### config.mk
export PLATFORM = sky130hd
export DESIGN_NAME = muldiv_seq
export DESIGN_NICKNAME = d
export VERILOG_FILES = /design/src/rtl/muldiv_seq_pkg.sv /design/src/rtl/muldiv_seq_cla_adder.sv /design/src/rtl/muldiv_seq.sv
export SDC_FILE = /design/constraint.sdc
export NUM_CORES = 1
export LEC_CHECK = 0
export ABC_AREA = 0
export CAP_MARGIN = 20
export CORE_MARGIN = 5
export CORE_UTILIZATION = 45
export CTS_CLUSTER_DIAMETER = 50
export DETAILED_ROUTE_END_ITERATION = 6
export PLACE_DENSITY_LB_ADDON = 0.1
export SYNTH_ARGS = -nofsm -noshare
export SYNTH_HDL_FRONTEND = slang
export SYNTH_SLANG_ARGS = --single-unit
### constraint.sdc
create_clock -name clk -period 11.4 [get_ports clk]
set_input_delay 2.28 -clock clk [delete_from_list [all_inputs] [get_ports clk]]
set_output_delay 2.28 -clock clk [all_outputs]
set_load 0.01 [all_outputs]
### src/rtl/muldiv_seq_pkg.sv
// Shared definitions for the sequential multiply/divide unit:
// state encoding, operation codes and iteration count.
package muldiv_seq_pkg;

  localparam int MD_ITERS = 16;
  localparam logic [3:0] MD_LAST_CNT = 4'(MD_ITERS - 1);

  localparam logic MD_OP_MUL = 1'b0;
  localparam logic MD_OP_DIV = 1'b1;

  typedef enum logic [1:0] {
    MD_IDLE = 2'b00,
    MD_RUN  = 2'b01,
    MD_DONE = 2'b10
  } md_state_t;

endpackage

### src/rtl/muldiv_seq_cla_adder.sv
// Carry-lookahead adder/subtractor, 4-bit groups with a second lookahead
// level across groups. Subtraction inverts y and injects a carry-in of 1.
module muldiv_seq_cla_adder #(
  parameter int WIDTH = 16
) (
  input  logic [WIDTH-1:0] x,
  input  logic [WIDTH-1:0] y,
  input  logic             sub,
  output logic [WIDTH-1:0] sum,
  output logic             cout
);

  localparam int GROUPS = WIDTH >> 2;

  logic [WIDTH-1:0]  y_eff;
  logic [WIDTH-1:0]  prop;
  logic [WIDTH-1:0]  gen;
  logic [WIDTH-1:0]  carry;
  logic [GROUPS-1:0] grp_gen;
  logic [GROUPS-1:0] grp_prop;
  logic [GROUPS:0]   grp_carry;

  always_comb begin
    y_eff = y ^ {WIDTH{sub}};
    prop  = x ^ y_eff;
    gen   = x & y_eff;
  end

  // Group generate/propagate, then carry into each group as a flat sum of products.
  always_comb begin
    logic acc;
    logic pr;
    grp_gen   = '0;
    grp_prop  = '0;
    grp_carry = '0;
    grp_carry[0] = sub;
    for (int k = 0; k < GROUPS; k++) begin
      acc = 1'b0;
      pr  = 1'b1;
      for (int j = 3; j >= 0; j--) begin
        acc = acc | (pr & gen[(k << 2) + j]);
        pr  = pr & prop[(k << 2) + j];
      end
      grp_gen[k]  = acc;
      grp_prop[k] = pr;
    end
    for (int k = 0; k < GROUPS; k++) begin
      acc = 1'b0;
      pr  = 1'b1;
      for (int j = GROUPS - 1; j >= 0; j--) begin
        if (j <= k) begin
          acc = acc | (pr & grp_gen[j]);
          pr  = pr & grp_prop[j];
        end
      end
      grp_carry[k+1] = acc | (pr & sub);
    end
  end

  // Bit carries inside a group look ahead from that group's carry-in.
  always_comb begin
    logic acc;
    logic pr;
    carry = '0;
    for (int i = 0; i < WIDTH; i++) begin
      acc = 1'b0;
      pr  = 1'b1;
      for (int j = 2; j >= 0; j--) begin
        if (j < (i & 3)) begin
          acc = acc | (pr & gen[(i & ~3) + j]);
          pr  = pr & prop[(i & ~3) + j];
        end
      end
      carry[i] = acc | (pr & grp_carry[i >> 2]);
    end
  end

  assign sum  = prop ^ carry;
  assign cout = grp_carry[GROUPS];

endmodule

### src/rtl/muldiv_seq.sv
// Multi-cycle unsigned multiply (shift-add) and divide (restoring) sharing
// one carry-lookahead adder; one adder operation per cycle for 16 cycles.
module muldiv_seq #(
  parameter int               WIDTH    = 16,
  parameter logic [WIDTH-1:0] DBZ_QUOT = 16'hFFFF
) (
  input  logic             clk,
  input  logic             rst_n,
  input  logic             start,
  input  logic             op,
  input  logic [WIDTH-1:0] a,
  input  logic [WIDTH-1:0] b,
  output logic             busy,
  output logic             done,
  output logic [WIDTH-1:0] result_hi,
  output logic [WIDTH-1:0] result_lo,
  output logic             dbz
);

  import muldiv_seq_pkg::*;

  md_state_t        state;
  logic [WIDTH-1:0] hi;
  logic [WIDTH-1:0] lo;
  logic [WIDTH-1:0] b_reg;
  logic [3:0]       cnt;
  logic             op_reg;
  logic             dbz_reg;

  logic [WIDTH-1:0] rem_shift;
  logic [WIDTH-1:0] adder_x;
  logic [WIDTH-1:0] adder_sum;
  logic             adder_cout;
  logic             div_take;

  // Divide shifts the partial remainder left before subtracting; the bit
  // shifted out (HI msb) means the shifted remainder already exceeds B.
  assign rem_shift = {hi[WIDTH-2:0], lo[WIDTH-1]};
  assign adder_x   = (op_reg == MD_OP_DIV) ? rem_shift : hi;
  assign div_take  = hi[WIDTH-1] | adder_cout;

  muldiv_seq_cla_adder #(
    .WIDTH (WIDTH)
  ) cla_adder (
    .x    (adder_x),
    .y    (b_reg),
    .sub  (op_reg),
    .sum  (adder_sum),
    .cout (adder_cout)
  );

  always_ff @(posedge clk or negedge rst_n) begin
    if (!rst_n) begin
      state   <= MD_IDLE;
      hi      <= '0;
      lo      <= '0;
      b_reg   <= '0;
      cnt     <= '0;
      op_reg  <= MD_OP_MUL;
      dbz_reg <= 1'b0;
    end else begin
      case (state)
        MD_IDLE: begin
          if (start) begin
            b_reg  <= b;
            cnt    <= '0;
            op_reg <= op;
            if ((op == MD_OP_DIV) && (b == '0)) begin
              hi      <= a;
              lo      <= DBZ_QUOT;
              dbz_reg <= 1'b1;
              state   <= MD_DONE;
            end else begin
              hi      <= '0;
              lo      <= a;
              dbz_reg <= 1'b0;
              state   <= MD_RUN;
            end
          end
        end
        MD_RUN: begin
          cnt <= cnt + 4'd1;
          if (op_reg == MD_OP_MUL) begin
            if (lo[0]) begin
              hi <= {adder_cout, adder_sum[WIDTH-1:1]};
              lo <= {adder_sum[0], lo[WIDTH-1:1]};
            end else begin
              hi <= {1'b0, hi[WIDTH-1:1]};
              lo <= {hi[0], lo[WIDTH-1:1]};
            end
          end else begin
            if (div_take) begin
              hi <= adder_sum;
              lo <= {lo[WIDTH-2:0], 1'b1};
            end else begin
              hi <= rem_shift;
              lo <= {lo[WIDTH-2:0], 1'b0};
            end
          end
          if (cnt == MD_LAST_CNT) begin
            state <= MD_DONE;
          end
        end
        MD_DONE: begin
          state <= MD_IDLE;
        end
        default: begin
          state <= MD_IDLE;
        end
      endcase
    end
  end

  assign busy      = (state != MD_IDLE);
  assign done      = (state == MD_DONE);
  assign result_hi = hi;
  assign result_lo = lo;
  assign dbz       = dbz_reg;

endmodule

# == Word-level counts from Yosys, hierarchy flattened ==
# Index checks and enable logic that the tools add are counted.
# op_classes
addsub,1
bitwise,127
n_eq_ne,5
muxes,20
n_reduce_logical,8
# op_table
op,count
16-bit 2-to-1 mux,10
1-bit bitwise AND,76
16-bit case mux with 2 select lines,2
16-bit XOR,3
1-bit bitwise OR,47
16-bit bitwise AND,1
16-bit logical NOT,1
4-bit case mux with 2 select lines,1
2-bit 2-to-1 mux,3
2-bit AND reduction,3
4-bit by 1-bit adder with 4-bit output (second input constant),1
4-bit equality test (second input constant),1
4-bit 2-to-1 mux,1
2-bit inequality test (second input constant),2
2-bit case mux with 2 select lines,1
2-bit nonzero test,2
2-bit by 1-bit equality test with 1-bit output (second input constant),1
2-bit equality test (second input constant),1
2-bit logical NOT,1
1-bit 2-to-1 mux,2
1-bit logical AND,1
# totals
output_inout_bits,35
word_cells,168
register_bits,56
input_bits,36

# == Logic depth before layout (Yosys ltp) ==
# depth
ltp_word,16
ltp_mapped,17
mapped_depth_nobuf,14

# == Modules after synthesis ==
# A second synthesis with hierarchy kept.
# unflattened
hier_cells,494
hier_area_um2,4286.6
# modules_own_cells
mod,instances,seq_area_each_um2,area_each_um2,cells_per_inst
muldiv_seq,1,1401.3,3359.5,383
muldiv_seq_cla_adder,1,0.0,927.1,111

# == Worst setup path before layout ==
# OpenSTA, ideal clock, no wires.
# synth_timing
kind,flip-flop to flip-flop
from,register op_reg
to,"register hi[0], in the netlist result_hi[0]"
path_slack_ps,7316
required_time_ps,11275
arrival_ps,3959
period_less_slack_ps,4084
stages_incl_launch_ff,14
setup_time_ps,125
path_buffers,3
cell_sequence,dfrtp_1 -> clkbuf_1 -> clkbuf_1 -> buf_1 -> xor2_1 -> ha_1 -> a21oi_2 -> o21bai_1 -> a21o_1 -> or3_1 -> o22a_2 -> a31oi_4 -> mux2_2 -> a2111oi_0
# synth_via
elab_chain_cells,15
elab_cells_between_ends,59
classes_between,mux (5); bitwise (54)
# synth_rtl
item,line_no,source
start: declaration,muldiv_seq.sv:27,logic op_reg;
start signal: assignment,muldiv_seq.sv:67,op_reg <= op;
16-bit 2-to-1 mux or 16-bit XOR (tied branches),"muldiv_seq.sv:39, muldiv_seq_cla_adder.sv:24",
16-bit XOR or 16-bit bitwise AND (tied branches),"muldiv_seq_cla_adder.sv:25, muldiv_seq_cla_adder.sv:26",
"1-bit bitwise AND, on equally long branches","muldiv_seq_cla_adder.sv:41, muldiv_seq_cla_adder.sv:42",
1-bit bitwise OR (tied with other cells),muldiv_seq_cla_adder.sv:41,acc = acc | (pr & gen[(k << 2) + j]);
1-bit bitwise OR or 1-bit bitwise AND (tied branches),muldiv_seq_cla_adder.sv:41,
1-bit bitwise OR,muldiv_seq_cla_adder.sv:41,
1-bit bitwise AND,muldiv_seq_cla_adder.sv:52,acc = acc | (pr & grp_gen[j]);
1-bit bitwise OR (3 in series),muldiv_seq_cla_adder.sv:52,
1-bit bitwise OR,muldiv_seq_cla_adder.sv:56,grp_carry[k+1] = acc | (pr & sub);
1-bit bitwise OR,muldiv_seq.sv:40,assign div_take = hi[WIDTH-1] | adder_cout;
16-bit 2-to-1 mux,muldiv_seq.sv:92,if (div_take) begin
16-bit 2-to-1 mux *,muldiv_seq.sv:83,if (op_reg == MD_OP_MUL) begin
16-bit case mux with 2 select lines *,muldiv_seq.sv:62,case (state)
end signal: assignment,muldiv_seq.sv:85,"hi <= {adder_cout, adder_sum[WIDTH-1:1]};"
end signal: assignment,muldiv_seq.sv:93,hi <= adder_sum;
end signal: assignment,muldiv_seq.sv:96,hi <= rem_shift;
end: declaration,muldiv_seq.sv:23,logic [WIDTH-1:0] hi;
# Every way passes the cells marked *; elsewhere a longest branch is shown, timed or not.
# A chain may end at the register's enable or synchronous reset.

# == Worst setup path after layout ==
# Same ends and word-level chain as after synthesis.

==> impl_metrics.toml <==
[final_layout]
drive_gt1_frac = 0.0853
final_common_cell = "nand2_1"
final-seq-area_mm2 = 0.00140
multi_input_area_mm2 = 0.00257
fillCellCount = 853
synthToLayoutAreaGrowth_pct = 20.8
antennaDiodeCount = 0
nets = 606
final_cell_mix = "115 x nand2_1, 69 x clkdlybuf4s50_1, 55 x dfrtp_1"

[synth]
yosysSeqAreaShare = 0.336
syn_inst = 495
ys_seq_elements = 56
async_reset_ff_frac = 1.00
synth_top_area_cell = "dfrtp_1"
yosys-top-cells-area = "dfrtp_1 34%, nand2_1 10%, mux2i_1 6.7%, ha_1 5.1%, mux2_2 4.9%"
synth-simple-area-share = 0.186
syn_avg_cell_area_um2 = 8.42
syn_nets = 551
synth_top_family_by_area = "compound AO/OA/AOI/OAI gates"
ys_types = 59
syn_area_mm2 = 0.00417
yosys_warnings = 0
synthFlopType = "dfrtp_1"
synth_adder_area_share = 0.0654
synthMuxAreaShare = 0.116
synth_edf_count = 0
synth_compound_area_frac = 0.194
yosysTopAreaCellShare = 0.336
synth_xor_area_frac = 0.0546

[floorplanning]
row_count = 35
die-area_mm2 = 0.0113
core_area_mm2 = 0.00915
die_y_um = 106
initial_core_util = 0.456
io_pins = 71
die_width_um = 106

[grt]
grt_remaining_overflow = 0
track_usage = 0.212
grt_max_degree = 68
first_global_vias = 3873
grt_pass1_wl_mm = 19.7
antenna_found_initial = 0

[worst_setup_path]
r2r_cells = 11
critPathKind = "reg2reg"
critPathMaxStageDelay_ns = 0.69
slowest_stage = "buf_4"
crit_buf_inv = 1
critPathArrivalTime_ns = 4.68
crit_family = "compound AO/OA/AOI/OAI gates"
r2r_setup_slack_ns = 6.90
rr_endpoint = "result_hi[0]"
endpoint_kind = "flop"
startpoint_type = "flop"
path_cells = "buf_4 -> o21ai_0 -> ha_1 -> a21oi_2 -> o21bai_1 -> a21o_1 -> or3_1 -> o22a_2 -> a31oi_4 -> mux2_2 -> a2111oi_0"
critPathMaxFanout = 67
rr_startpoint = "op_reg"
worstPathRequired_ns = 11.58

[status]
status = "completed"

[detailed_routing]
via_per_inst = 5.79
first_iter_violations = 300
dr_wl_met3_um = 564
vias = 3833
firstDrtPassIters = 5
routedLengthMet1_mm = 5.67
wl_met2_mm = 5.45
detail-route-antenna-nets = 0
drc_errors = 0
highest_layer = "met4"
wl_per_cell_um = 17.8
drt_wl_total_mm = 11.8

[clocking]
cts_resized = 0
cts.htree.levels = 2
insertion_delay_ns = 0.32
cts.sinks = 56
ctsLongestPathBuffers = 2
cts_hold_buf = 0
ctsRootBufferMaster = "clkbuf_8"
clkTransAtPathRegs_ns = 0.11
cts_tree = "done"
cts_setup_buffers = 0
numCtsBuffers = 5

[place]
dpl.hpwl_mm = 8.30
port_buffers = 70
place.gp.congestion = 0.865
dpl_worst_slack_ns = 6.94

[sta]
final.setup.tns_ns = 0
slew_headroom = 0.376
worst_slack_ns = 6.90
drv_slew = 0
rsz0062_at_grt = "no"
clock_skew_ns = 0.0102
worst_slew_pin_slew_ns = 0.934
fmax_mhz = 222
period_minus_slack_ns = 4.50
finalHoldViolations = 0
final.period_utilization = 0.395
finalSetupViolations = 0

[worst_hold_path]
whs_endpoint = "op_reg"
whs_path_depth = 2
hold_start = "op_reg"
worstHoldPathType = "reg2reg"

[run]
maxCapViolCount = 0
-- worst register-to-register path: stages, from the launching register on --
cell	delay, ns
dfrtp_2	0.37
buf_4	0.69
o21ai_0	0.32
ha_1	0.44
a21oi_2	0.19
o21bai_1	0.10
a21o_1	0.20
or3_1	0.31
o22a_2	0.28
a31oi_4	0.61
mux2_2	0.41
a2111oi_0	0.44
-- per-layer routing --
layer	track usage	up-vias
met5	0	-
met4	0.0463	0
met3	0.0291	14
met2	0.340	124
met1	0.306	1838
li1	-	1857
-- area by class of cell --
type | count | area share
Timing Repair Buffer | 78 | 0.150
Inverter | 19 | 0.0142
Tap cell | 111 | 0.0276
Clock buffer | 5 | 0.0137
Sequential cell | 56 | 0.279
Multi-Input combinational cell | 390 | 0.511
Clock inverter | 3 | 0.00472
-- Yosys cell counts (all sizes together), types with 4 or more instances --
cell type / count
a21o: 7
dfrtp: 56
nand2: 115
a21oi: 21
o22ai: 15
or3: 4
inv: 19
nor4: 4
nor2: 18
a31oi: 6
a221oi: 5
o21ai: 36
mux2i: 28
nand3: 5
mux2: 18
ha: 17
xor2: 20
xnor2: 6
clkbuf: 27
nor3: 6
-- worst max path at each step --
stage               depth (start not counted)             to    from
floorplan                                  13   result_hi[0]  op_reg
CTS                                        11   result_hi[0]  op_reg
global placement                            9  result_hi[14]   start
detailed placement                          9  result_hi[14]   start
finish                                     11   result_hi[0]  op_reg
global route                               11   result_hi[0]  op_reg
-- through the flow --
stage	std cells	instance area, um2	util	hold WS (ns)
3_3_place_gp	654	4940	0.540	0.464
4_1_cts	662	5040	0.550	0.495
3_5_place_dp	654	4940	0.540	0.463
6_report	662	5040	0.550	0.497
2_1_floorplan	495	4170	-	0.450
5_1_grt	662	5040	0.550	0.515
-- logic make-up after synthesis --
kind of cell,after synthesis
buffers and inverters,49
AO/OA/AOI/OAI,121
AND/OR/NAND/NOR,177
multiplexers,46
adder cells (fa/ha/maj),20
flip-flops,56
XOR/XNOR,26
Power is not shown: default switching activity piles up to over one toggle a cycle in this logic, so the estimate is an artifact.
